--- src/rtl/lab02_pkg.sv ---
// lab02_pkg -- shared definitions for the lab02 sequence checker.
//   state_t     : checker FSM state encoding (IDLE, TRACK, DONE)
//   NO_ERR_IDX  : first_err_idx value meaning "no failing triple yet"
//   CNT_MAX     : saturation value of the 16-bit result counters
package lab02_pkg;

  typedef enum logic [1:0] {
    ST_IDLE  = 2'd0,
    ST_TRACK = 2'd1,
    ST_DONE  = 2'd2
  } state_t;

  localparam logic [15:0] NO_ERR_IDX = 16'hFFFF;
  localparam logic [15:0] CNT_MAX    = 16'hFFFF;

endpackage

--- src/rtl/lab02_sat_cnt.sv ---
// lab02_sat_cnt -- 16-bit up counter that sticks at CNT_MAX.
//   clk   : clock, rising edge
//   rst   : asynchronous active-high reset (count -> 0)
//   clear : synchronous restart (count -> 0), dominates inc
//   inc   : add one this cycle unless already saturated
//   count : current value
module lab02_sat_cnt
  import lab02_pkg::*;
(
  input  logic        clk,
  input  logic        rst,
  input  logic        clear,
  input  logic        inc,
  output logic [15:0] count
);

  always_ff @(posedge clk or posedge rst) begin
    if (rst) begin
      count <= '0;
    end else if (clear) begin
      count <= '0;
    end else if (inc && (count != CNT_MAX)) begin
      count <= count + 16'd1;
    end
  end

endmodule

--- config.mk ---
export PLATFORM = sky130hd
export DESIGN_NAME = lab02_sat_cnt
export DESIGN_NICKNAME = d
export VERILOG_FILES = /design/src/rtl/lab02_pkg.sv /design/src/rtl/lab02_sat_cnt.sv
export SDC_FILE = /design/constraint.sdc
export NUM_CORES = 1
export LEC_CHECK = 0
export CAP_MARGIN = 40
export CORE_MARGIN = 5
export CORE_UTILIZATION = 45
export CTS_BUF_LIST = sky130_fd_sc_hd__clkbuf_8
export DETAILED_ROUTE_END_ITERATION = 6
export GPL_ROUTABILITY_DRIVEN = 0
export PLACE_DENSITY_LB_ADDON = 0.3
export RECOVER_POWER = 50
export SKIP_CTS_REPAIR_TIMING = 1
export SLEW_MARGIN = 10
export SYNTH_ARGS = -nofsm -noshare
export SYNTH_HDL_FRONTEND = slang
export SYNTH_SLANG_ARGS = --single-unit
export TNS_END_PERCENT = 20
--- constraint.sdc ---
create_clock -name clk -period 2.15 [get_ports clk]
set_input_delay 0.215 -clock clk [delete_from_list [all_inputs] [get_ports clk]]
set_output_delay 0.215 -clock clk [all_outputs]
set_load 0.02 [all_outputs]
; ---- After elaboration in Yosys (flattened, before gate mapping)
; Index checks and enable logic that the tools add are counted.
[totals]
in_bits = 4
regBits = 16
output_inout_bits = 16
wordCells = 7
[op_classes]
addsub = 1
muxes = 2
n_reduce_logical = 2
eq_ne = 1
[op_table]
columns = cell, n
row1 = 16-bit two-way mux, 2
row2 = "16-bit by 1-bit adder with 16-bit output, second input constant", 1
row3 = "16-bit inequality test, second input constant", 1
row4 = 2-bit nonzero test, 1
row5 = 1-bit logical AND, 1

; ---- Longest topological paths before layout
[logic_depth]
depth_word = 4
mapped_depth = 6

; ---- Worst setup path before layout
; OpenSTA, ideal clock, no wires.
[synth_path]
path_kind = flip-flop to flip-flop
from = register count[0]
to = register count[0]
synth_period_minus_slack_ns = 1.907
n_path_buf = 1
stages_incl_launch_ff = 7
setup_time_ns = 0.125
t_arrival_ns = 1.783
path_slack_ns = 0.243
path_cell_list = dfrtp_1 -> ha_1 -> clkbuf_1 -> nand3_1 -> nor4_1 -> nor2b_1 -> mux2_2
[synth_via]
elab_chain_len = 3
elab_cells_between_ends = 6
[synth_rtl]
columns = element, line_no
row1 = from (decl), lab02_sat_cnt.sv:14  ; output logic [15:0] count
row2 = from (signal assigned), lab02_sat_cnt.sv:23  ; count <= count + 16'd1;
row3 = 16-bit by 1-bit adder with 16-bit output / 16-bit inequality test (equally long branches), "lab02_sat_cnt.sv:23, lab02_sat_cnt.sv:22"
row4 = 16-bit two-way mux / 1-bit logical AND (equally long branches), lab02_sat_cnt.sv:22  ; end else if (inc && (count != CNT_MAX)) begin
row5 = 16-bit two-way mux / 2-bit nonzero test (equally long branches), n/a
; Several ways; a longest one is shown, not always the timed one. The select of a mux whose other input is x is not followed.
; A chain may end at the register's enable or synchronous reset.

; ---- Final worst setup path
[layout_path]
from = register count[2]
to = register count[13]
; Same word-level chain as after synthesis.

==> reports/results.ini <==
[floorplan]
die-area_mm2=0.00308
core_mm2=0.00196
die_width_um=55.5
die_y_um=55.5
rows=16
initial_core_util_pct=47.5
io_pins=20

[grt]
grt_max_degree=17
grt_pass1_wl_um=3730
grt_use_total_pct=14.8
globalRoute.totalOverflow=0
antenna_found_initial=0
grt_pass1_vias=833

[logic_synthesis]
synth.distinct_cells=29
ys_warn_count=0
avgSynthCellArea_um2=9.23
syn_area_um2=932
syn_nets=106
syn_inst=101
seq_area_frac_synth_pct=43.0
ys_ff_latch=16

[timing]
finalWorstPathRequiredPeriod_ns=1.87
fin_ws_ns=0.277
setup_violations=0
max_freq_mhz=534
maxSlewHeadroom_pct=58.2
worst_pin_slew_ns=0.626
period_share_pct=87.1
finalHoldViolations=0
fin_worst_skew_ns=0.00233
rsz0062_at_grt=false
drv_slew=0
tns_ns=0

[setup_path]
critPathKind=reg2reg
start_kind=flop
cp_num_buf_inv=0
cpPeakStageDelay_ns=0.57
arrival_ns=2.05
crit_chain=nand4_1 -> or4_4 -> or4_1 -> a21oi_1
crit_family=simple AND/OR/NAND/NOR gates
worstSetupEndpointType=flop
crit_fanout=8
crit_slowest_cell=or4_4
worstPathRequired_ns=2.32

[route]
wl_per_cell_um=14.6
postRouteAntennaNets=0
drcViolationCount=0
drt_pass1_iterations=5
viasPerCell=6.07
drt_iter0_drc=24
vias=910
wirelength_um=2190

[power_and_ir_drop]
p_int_uw=449
p_seq_share_pct=53.8
ir_drop_mv=0.333
p_sw_uw=129
clkPwrFrac_pct=38.3
p_sw_share_pct=22.3
power_density_mw_per_mm2=480
leakage_uw=0.000460
p_total_uw=577
p_comb_share_pct=7.9

[final_layout]
nFillCells=183
fin_util_pct=61.3
top_regs=count (16)
areaGrowthSynthToFinish_pct=29.0
nNetsFinal=130
drive_gt1_share_pct=10.6
fin_cells=150
num_antenna_cells=0
top_register=count
largest_reg_flops=16

[hold_path]
hold_path_class=in2async

[clock_tree]
htreeDepth=1
cts_tree=done
clock-root-buffer=clkbuf_8
cts.clk_slew.worst_paths_ns=0.06
cts_buffers=3
cts_num_sinks=16
clock_latency_ns=0.24
clock_tree.buffer_depth=2

[placement]
portBuffers=19
pre_cts_slack_ns=0.243
placed_cells=147
hpwl_um=1570

[job]
maxCapViolations=0

[run_status]
status=completed

## layout by cell type, fill, tap and decap left out
cell             count
ha_1                 1
nor3_1               4
and4_1               1
nand4_4              1
clkbuf_8             3
nand4_1              4
buf_4                4
inv_1                3
o31ai_1              5
mux2i_1              1
clkdlybuf4s50_1     10
or4_4                1
nand2b_1             2
or4_2                1
nor4_1               3
or3_2                1
a31oi_1              1
mux2_2               2
dfrtp_1             16
nand3_1              7
nor2b_1              3
dlygate4sd3_1        9
or4_1                6
a21oi_1             12
o41ai_1              2
nor2_1               3
nand2_1              6
or3_1                6
o21ai_0              5
## cell families after synthesis
family / synth area share, %
AOI/OAI and AO/OA: 15.7
adders and majority gates: 1.34
buffers and inverters: 3.89
DFF: 43.0
muxes: 3.49
and+or+nand+nor: 32.6
## routing by layer
layer | global-route usage [%] | vias up | part of all wire (%)
met5 | 0 | - | 0
met4 | 6.25 | 0 | 0.68
met3 | 3.73 | 4 | 4.3
met2 | 22.3 | 26 | 48
met1 | 20.1 | 445 | 47
li1 | - | 435 | -
## metrics by stage
| stage | hold WS [ns] | cell area (um2) |
|---|---|---|
| CTS | 0.372 | 1200 |
| detailed placement | 0.560 | 1160 |
| floorplan | 0.129 | 932 |
| global placement | 0.549 | 1160 |
| finish | 0.484 | 1200 |
| global route | 0.567 | 1200 |
## worst reg2reg max path, cell delays in order (launching register included)
cell and delay [ns]:
dfrtp_1 0.45, nand4_1 0.23, or4_4 0.57, or4_1 0.41, a21oi_1 0.14
## final timing paths
path / startpoint / to / slack [ns] / cells past startpoint
min reg2reg: count[14]$_DFFE_PP0P_ / count[14]$_DFFE_PP0P_ / 0.57 / 2
max in group asynchronous: rst / count[10]$_DFFE_PP0P_ / 1.26 / 2
min in group clk: count[14]$_DFFE_PP0P_ / count[14]$_DFFE_PP0P_ / 0.57 / 2
max reg2reg: count[2]$_DFFE_PP0P_ / count[13]$_DFFE_PP0P_ / 0.28 / 4
max: count[2]$_DFFE_PP0P_ / count[13]$_DFFE_PP0P_ / 0.28 / 4
min: rst / count[0]$_DFFE_PP0P_ / 0.48 / 2
## synthesized netlist by cell type
master,number,share of area (%)
dfrtp_1,16,43
a21oi_1,12,6.4
nand3_1,7,3.8
nand2_1,6,2.4
or3_1,6,4.0
or4_1,6,4.8
o21ai_0,5,2.7
o31ai_1,5,4.0
nand4_1,4,2.7
nor3_1,4,2.1
inv_1,3,1.2
nor2_1,3,1.2
nor2b_1,3,2.0
nor4_1,3,2.0
mux2_2,2,2.4
nand2b_1,2,1.3
o41ai_1,2,1.9
a31oi_1,1,0.67
and4_1,1,0.94
buf_4,1,0.81
clkbuf_1,1,0.40
clkbuf_2,1,0.54
dlygate4sd1_1,1,0.94
ha_1,1,1.3
mux2i_1,1,1.1
nand4_4,1,2.3
or3_2,1,0.81
or4_2,1,0.94
or4_4,1,1.2
## layout make-up
class | instances | area (um2) | share of cell area (%)
clock buffers | 3 | 41.3 | 3.43
multi-input cells | 78 | 495 | 41.2
well taps | 27 | 33.8 | 2.81
inverters | 3 | 11.3 | 0.937
flip-flops and latches | 16 | 400 | 33.3
repair buffers | 23 | 220 | 18.3
## power groups by stage
stage / combinational, uW / sequential, uW / clock (uW)
global route: 50.9 / 311 / 243
finish: 45.8 / 311 / 221
global placement: 46.9 / 316 / 0
CTS: 47.4 / 310 / 225
floorplan: 23.8 / 319 / 0
detailed placement: 47.1 / 316 / 0
Power figures use the tool's default switching activity.
